===== src/rtl/cora16_spi_pkg.sv =====
// Shared SPI memory-link definitions: opcodes used by the cora16 initiator and
// the RAM responder, plus the responder FSM state type.
package cora16_spi_pkg;

    localparam int unsigned BYTE_W    = 8;
    localparam int unsigned BIT_CNT_W = 3;

    localparam logic [BYTE_W-1:0] OP_READ  = 8'h03;
    localparam logic [BYTE_W-1:0] OP_WRITE = 8'h02;

    typedef enum logic [2:0] {
        IDLE,
        CMD,
        ADDR_HI,
        ADDR_LO,
        READ,
        WRITE,
        IGNORE
    } state_e;

endpackage


===== src/rtl/spi_sync_edge.sv =====
// Multi-flop synchronizer for one asynchronous SPI pin, with single-clk
// rise/fall pulses derived from the synchronized level.
module spi_sync_edge #(
    parameter int unsigned SYNC_STAGES = 2,
    parameter logic        RST_VAL     = 1'b0
) (
    input  logic clk,
    input  logic rst_n,
    input  logic d_i,
    output logic rise_c_o,
    output logic fall_c_o
);

    logic [SYNC_STAGES-1:0] sync_q;
    logic                   prev_q;
    logic                   level;

    assign level = sync_q[SYNC_STAGES-1];

    always_ff @(posedge clk or negedge rst_n) begin
        if (!rst_n) begin
            sync_q <= {SYNC_STAGES{RST_VAL}};
            prev_q <= RST_VAL;
        end else begin
            sync_q <= {sync_q[SYNC_STAGES-2:0], d_i};
            prev_q <= level;
        end
    end

    assign rise_c_o = level & ~prev_q;
    assign fall_c_o = ~level & prev_q;

endmodule


===== src/rtl/spi_ram_responder.sv =====
// SPI mode-0 RAM responder: decodes sequential READ/WRITE transactions and
// turns them into byte strobes on a one-cycle-latency synchronous memory port.
module spi_ram_responder
    import cora16_spi_pkg::*;
#(
    parameter int unsigned ADDR_W      = 16,
    parameter int unsigned SYNC_STAGES = 2
) (
    input  logic              clk,
    input  logic              rst_n,
    input  logic              spi_clk,
    input  logic              spi_select,
    input  logic              spi_mosi,
    output logic              spi_miso,
    output logic              spi_miso_oe,
    output logic [ADDR_W-1:0] mem_addr,
    output logic [7:0]        mem_wdata,
    output logic              mem_we,
    output logic              mem_re,
    input  logic [7:0]        mem_rdata,
    output logic              active
);

    logic sck_rise_c, sck_fall_c;
    logic sel_rise_c, sel_fall_c;
    logic [SYNC_STAGES-1:0] mosi_sync_q;
    logic mosi_s;

    spi_sync_edge #(.SYNC_STAGES(SYNC_STAGES), .RST_VAL(1'b0)) u_sck_sync (
        .clk      (clk),
        .rst_n    (rst_n),
        .d_i      (spi_clk),
        .rise_c_o (sck_rise_c),
        .fall_c_o (sck_fall_c)
    );

    // Select idles high, so its synchronizer resets to the deselected level.
    spi_sync_edge #(.SYNC_STAGES(SYNC_STAGES), .RST_VAL(1'b1)) u_sel_sync (
        .clk      (clk),
        .rst_n    (rst_n),
        .d_i      (spi_select),
        .rise_c_o (sel_rise_c),
        .fall_c_o (sel_fall_c)
    );

    always_ff @(posedge clk or negedge rst_n) begin
        if (!rst_n) begin
            mosi_sync_q <= '0;
        end else begin
            mosi_sync_q <= {mosi_sync_q[SYNC_STAGES-2:0], spi_mosi};
        end
    end

    assign mosi_s = mosi_sync_q[SYNC_STAGES-1];

    state_e                state_q, state_d;
    logic [BIT_CNT_W-1:0]  bit_cnt_q, bit_cnt_d;
    logic [BYTE_W-2:0]     shift_q, shift_d;
    logic                  is_read_q, is_read_d;
    logic [ADDR_W-1:0]     addr_q, addr_d;
    logic [BYTE_W-1:0]     tx_q, tx_d;
    logic                  miso_q, miso_d;
    logic                  oe_q, oe_d;
    logic                  active_q, active_d;
    logic [BYTE_W-1:0]     wdata_q, wdata_d;
    logic                  we_q, we_d;
    logic                  re_q, re_d;
    logic                  load_q, load_d;

    logic [BYTE_W-1:0]     rx_byte_c;
    logic                  byte_done_c;
    logic                  miso_next_c;

    assign rx_byte_c   = {shift_q, mosi_s};
    assign byte_done_c = sck_rise_c && (bit_cnt_q == BIT_CNT_W'(7));

    always_ff @(posedge clk or negedge rst_n) begin
        if (!rst_n) begin
            state_q   <= IDLE;
            bit_cnt_q <= '0;
            shift_q   <= '0;
            is_read_q <= 1'b0;
            addr_q    <= '0;
            tx_q      <= '0;
            miso_q    <= 1'b0;
            oe_q      <= 1'b0;
            active_q  <= 1'b0;
            wdata_q   <= '0;
            we_q      <= 1'b0;
            re_q      <= 1'b0;
            load_q    <= 1'b0;
        end else begin
            state_q   <= state_d;
            bit_cnt_q <= bit_cnt_d;
            shift_q   <= shift_d;
            is_read_q <= is_read_d;
            addr_q    <= addr_d;
            tx_q      <= tx_d;
            miso_q    <= miso_d;
            oe_q      <= oe_d;
            active_q  <= active_d;
            wdata_q   <= wdata_d;
            we_q      <= we_d;
            re_q      <= re_d;
            load_q    <= load_d;
        end
    end

    always_comb begin
        state_d     = state_q;
        bit_cnt_d   = bit_cnt_q;
        shift_d     = shift_q;
        is_read_d   = is_read_q;
        addr_d      = addr_q;
        tx_d        = tx_q;
        miso_next_c = miso_q;
        wdata_d     = wdata_q;
        we_d        = 1'b0;
        re_d        = 1'b0;
        load_d      = 1'b0;

        unique case (state_q)
            IDLE: begin
                if (sel_fall_c) begin
                    state_d   = CMD;
                    bit_cnt_d = '0;
                end
            end
            CMD: begin
                if (sck_rise_c) begin
                    shift_d   = rx_byte_c[BYTE_W-2:0];
                    bit_cnt_d = bit_cnt_q + BIT_CNT_W'(1);
                    if (byte_done_c) begin
                        if (rx_byte_c == OP_READ) begin
                            is_read_d = 1'b1;
                            state_d   = ADDR_HI;
                        end else if (rx_byte_c == OP_WRITE) begin
                            is_read_d = 1'b0;
                            state_d   = ADDR_HI;
                        end else begin
                            state_d   = IGNORE;
                        end
                    end
                end
            end
            ADDR_HI, ADDR_LO: begin
                if (sck_rise_c) begin
                    addr_d    = ADDR_W'({addr_q, mosi_s});
                    bit_cnt_d = bit_cnt_q + BIT_CNT_W'(1);
                    if (byte_done_c) begin
                        if (state_q == ADDR_HI) begin
                            state_d = ADDR_LO;
                        end else if (is_read_q) begin
                            state_d = READ;
                            re_d    = 1'b1;
                        end else begin
                            state_d = WRITE;
                        end
                    end
                end
            end
            READ: begin
                // Fetched byte lands here; its MSB goes out at once for mode 0.
                load_d = re_q;
                if (load_q) begin
                    tx_d        = {mem_rdata[BYTE_W-2:0], 1'b0};
                    miso_next_c = mem_rdata[BYTE_W-1];
                end
                if (sck_rise_c) begin
                    bit_cnt_d = bit_cnt_q + BIT_CNT_W'(1);
                    if (byte_done_c) begin
                        addr_d = addr_q + ADDR_W'(1);
                        re_d   = 1'b1;
                    end
                end
                // The fall closing a byte boundary keeps the freshly loaded MSB.
                if (sck_fall_c && (bit_cnt_q != '0)) begin
                    tx_d        = {tx_q[BYTE_W-2:0], 1'b0};
                    miso_next_c = tx_q[BYTE_W-1];
                end
            end
            WRITE: begin
                if (we_q) begin
                    addr_d = addr_q + ADDR_W'(1);
                end
                if (sck_rise_c) begin
                    shift_d   = rx_byte_c[BYTE_W-2:0];
                    bit_cnt_d = bit_cnt_q + BIT_CNT_W'(1);
                    if (byte_done_c) begin
                        wdata_d = rx_byte_c;
                        we_d    = 1'b1;
                    end
                end
            end
            IGNORE: begin
            end
            default: begin
                state_d = IDLE;
            end
        endcase

        // Deselect wins over everything, including a same-clk 8th edge.
        if (sel_rise_c) begin
            state_d = IDLE;
            we_d    = 1'b0;
            re_d    = 1'b0;
            load_d  = 1'b0;
        end

        miso_d   = (state_d == READ) ? miso_next_c : 1'b0;
        oe_d     = (state_d == READ);
        active_d = (state_d != IDLE);
    end

    assign spi_miso    = miso_q;
    assign spi_miso_oe = oe_q;
    assign mem_addr    = addr_q;
    assign mem_wdata   = wdata_q;
    assign mem_we      = we_q;
    assign mem_re      = re_q;
    assign active      = active_q;

endmodule


===== config.mk =====
export PLATFORM = sky130hd
export DESIGN_NAME = spi_ram_responder
export DESIGN_NICKNAME = d
export VERILOG_FILES = /design/src/rtl/cora16_spi_pkg.sv /design/src/rtl/spi_sync_edge.sv /design/src/rtl/spi_ram_responder.sv
export SDC_FILE = /design/constraint.sdc
export NUM_CORES = 1
export LEC_CHECK = 0
export CORE_ASPECT_RATIO = 0.5
export CORE_UTILIZATION = 49
export DETAILED_ROUTE_END_ITERATION = 7
export GPL_TIMING_DRIVEN = 0
export PLACE_DENSITY = 0.76
export SYNTH_ARGS = -nofsm -noshare
export SYNTH_HDL_FRONTEND = slang
export SYNTH_SLANG_ARGS = --single-unit

===== constraint.sdc =====
create_clock -name clk -period 1.6 [get_ports clk]
set_input_delay 0.32 -clock clk [delete_from_list [all_inputs] [get_ports clk]]
set_output_delay 0.32 -clock clk [all_outputs]
set_load 0.005 [all_outputs]

==> impl_metrics.json <==
{
  "outcome": "finished with violations",
  "path_clk_slew_ns": 0.05,
  "synth_seq_area_share": 0.524,
  "path_cells": "buf_2 -> nor4b_2 -> nand2_1 -> o221ai_2 -> inv_1 -> or3_1",
  "worstHoldPathType": "reg2reg",
  "antenna_cells": 0,
  "drive_above_1_share": 0.391,
  "cpMaxStageDelayCell": "nor4b_2",
  "yosysTopAreaCell": "dfrtp_1",
  "numPortBuffers": 41,
  "routedWlPerCell_um": 20.0,
  "vias_per_cell": 6.04,
  "clock-sinks": 59,
  "gp_congestion": 0.829,
  "io_pins": 42,
  "cp.required_ns": 1.79,
  "htree_levels": 3,
  "grt_pass1_wl_um": 12500,
  "route.vias.total": 2680,
  "clock_skew_ns": 0.00349,
  "peakVddDrop_v": 0.000812,
  "setup_viol": 42,
  "die_y_um": 55.7,
  "place_hpwl_um": 4120,
  "numCtsBuffers": 9,
  "fmax_mhz": 512,
  "grt_antenna_before_repair": 0,
  "dp_slack_ns": -0.357,
  "instances_no_fill": 444,
  "initial_core_util": 0.512,
  "syn_area_um2": 2830,
  "netlist_top_cells_count": "dfrtp_1, nand2_1, nor2_1",
  "dp_cells": 384,
  "area_growth_pct": 54.4,
  "layout.nets": 383,
  "regArea_um2": 1490,
  "synth_seq_cells": 59,
  "grt_pass1_vias": 2479,
  "totalWireLength_um": 8880,
  "die-area_um2": 6090,
  "postSynthCellCount": 269,
  "clkLatencyLatePin_ns": 0.33,
  "yosys_warnings": 0,
  "synthArstFlopShare": 1.00,
  "cap_violations": 0,
  "cp-end-kind": "flip-flop",
  "drc": 0,
  "root_buffer": "clkbuf_16",
  "p_leak_uw": 0.00186,
  "layout_setup_ws_ns": -0.353,
  "relSlewSlack": 0.626,
  "synth-edff-count": 0,
  "rsz0062_at_grt": "true",
  "slowest_delay_ns": 0.41,
  "cp_max_fo": 9,
  "final_hold_viol_count": 0,
  "yosys_most_used_dff": "dfrtp_1",
  "syn-num-nets": 286,
  "fin_crit_sh": 1.22,
  "maxSlewViolCount": 0,
  "dr.pass1.iters": 5,
  "ys_types": 53,
  "synth_most_common_cell": "dfrtp_1",
  "synthTopCellsByArea": "dfrtp_1, mux2_2, nand2_1",
  "cts_tree": "done",
  "die_w_um": 109,
  "final.min_clock_period_ns": 1.95,
  "grt_max_degree": 38,
  "avgSynthCellArea_um2": 10.5,
  "gr-total-overflow": 0,
  "start_kind": "flip-flop",
  "track_usage": 0.277,
  "multi_input_area_um2": 1500,
  "final.fill_count": 314,
  "synth_top_area_frac": 0.496,
  "critPathKind": "reg2reg",
  "cellPowerDensity_nw_per_um2": 1050,
  "drt_iter0_drc": 226,
  "violations": "setup timing",
  "tightest_slew_ns": 0.561,
  "core_area_um2": 5520,
  "row_count": 19,
  "cts.path.max_buffers": 2,
  "cp.arrival_ns": 2.14,
  "ant_nets": 0
}
-- sequential cells by signal (all words and copies together) (netlist names) --
register	flops
u_sck_sync.prev_q	1
tx_q	7
active	1
u_sel_sync.sync_q	2
u_sck_sync.sync_q	2
state_q	3
is_read_q	1
bit_cnt_q	3
spi_miso_oe	1
spi_miso	1
shift_q	7
mem_re	1
u_sel_sync.prev_q	1
mosi_sync_q	2
load_q	1
mem_we	1
mem_wdata	8
mem_addr	16
-- power breakdown --
| part | total (µW) | internal (µW) | switching [µW] |
|---|---|---|---|
| logic | 676 | 353 | 323 |
| registers | 1790 | 1620 | 162 |
| clock network | 2130 | 1450 | 683 |
| total | 4590 | 3420 | 1170 |
-- cell type report --
class | count | area share
plain buffers | 10 | 0.0169
multi-input cells | 192 | 0.344
repair buffers | 85 | 0.192
clock buffers | 12 | 0.0588
flip-flops and latches | 59 | 0.342
inverters | 9 | 0.00774
clock inverters | 4 | 0.0166
well taps | 73 | 0.0209
-- placed cells by master (no fill, tap or decap), types with 3 or more instances in the layout --
master           netlist  final
a21oi_2                0      5
o21ai_1                1      3
buf_12                 0      3
inv_1                  9      9
nand2b_1               5      5
a31oi_1                6      6
a311oi_2               1      3
nor2_1                25     16
buf_2                  6      6
nor3_1                 7      4
clkdlybuf4s50_1        0     36
nand2_1               32     30
dfstp_2                3      3
mux2_2                16     16
dfrtp_1               56     45
nor2b_1                3      3
nor2_4                 0      7
dfrtp_2                0     11
o21ai_0               13     10
clkbuf_16              0      9
nor3_2                 1      4
buf_4                  1     28
buf_6                  1     13
nand3_1                5      4
a21oi_1               23     18
mux2i_1                7      5
-- final timing paths --
check                                               start                              to  slack (ns)  depth (start not counted)
min reg2reg                u_sel_sync.sync_q[0]$_DFF_PN1_  u_sel_sync.sync_q[1]$_DFF_PN1_        0.36                          0
max in group asynchronous                           rst_n  u_sck_sync.sync_q[1]$_DFF_PN0_        0.48                          3
max                                  state_q[2]$_DFF_PN0_                active$_DFF_PN0_       -0.35                          6
min in group asynchronous                           rst_n         mem_addr[4]$_DFFE_PN0P_        0.52                          2
min                        u_sel_sync.sync_q[0]$_DFF_PN1_  u_sel_sync.sync_q[1]$_DFF_PN1_        0.36                          0
max reg2reg                          state_q[2]$_DFF_PN0_                active$_DFF_PN0_       -0.35                          6
-- cell families after synthesis --
kind of cell | share of synthesized area
fa+ha+maj | 0.0177
flops | 0.524
buf+inv | 0.0319
simple gates | 0.177
compound gates | 0.161
mux | 0.0886
-- repair_timing --
item / CTS / global route
setup endpoints to repair: 55 / 51
cloned: 3 / 0
pin swaps: 25 / 10
hold endpoints to repair: 17 / 0
hold buffers: 1 / 0
buffers inserted: 23 / 17
resized for setup: 50 / 26
-- stage by stage --
step | power (µW) | utilization | hold WS [ns] | setup TNS, ns | cell area, µm²
after floorplan | 2040 | - | 0.0244 | -0.503 | 2880
after global placement | 2180 | 0.614 | 0.334 | -97.45 | 3390
after detailed placement | 2210 | 0.617 | 0.338 | -8.55 | 3400
after CTS | 4440 | 0.751 | 0.355 | -4.45 | 4140
after global routing | 4720 | 0.791 | 0.357 | -10.98 | 4360
final | 4590 | 0.791 | 0.357 | -9.01 | 4360
-- worst max-delay path: cells and delay by family, from the launching register on --
family,cells,cell delay [ns]
compound gates,1,0.24
buf+inv,2,0.28
flops,1,0.36
simple gates,3,0.94
-- routing by layer --
metal  vias to the layer above  wire length [µm]  global-route usage
met5                         -                 0                   0
met3                        36               457              0.0691
met1                      1330              3590               0.334
met2                       141              4530               0.468
met4                         0               309               0.130
li1                       1173                 -                   -
Power figures use the tool's default switching activity.
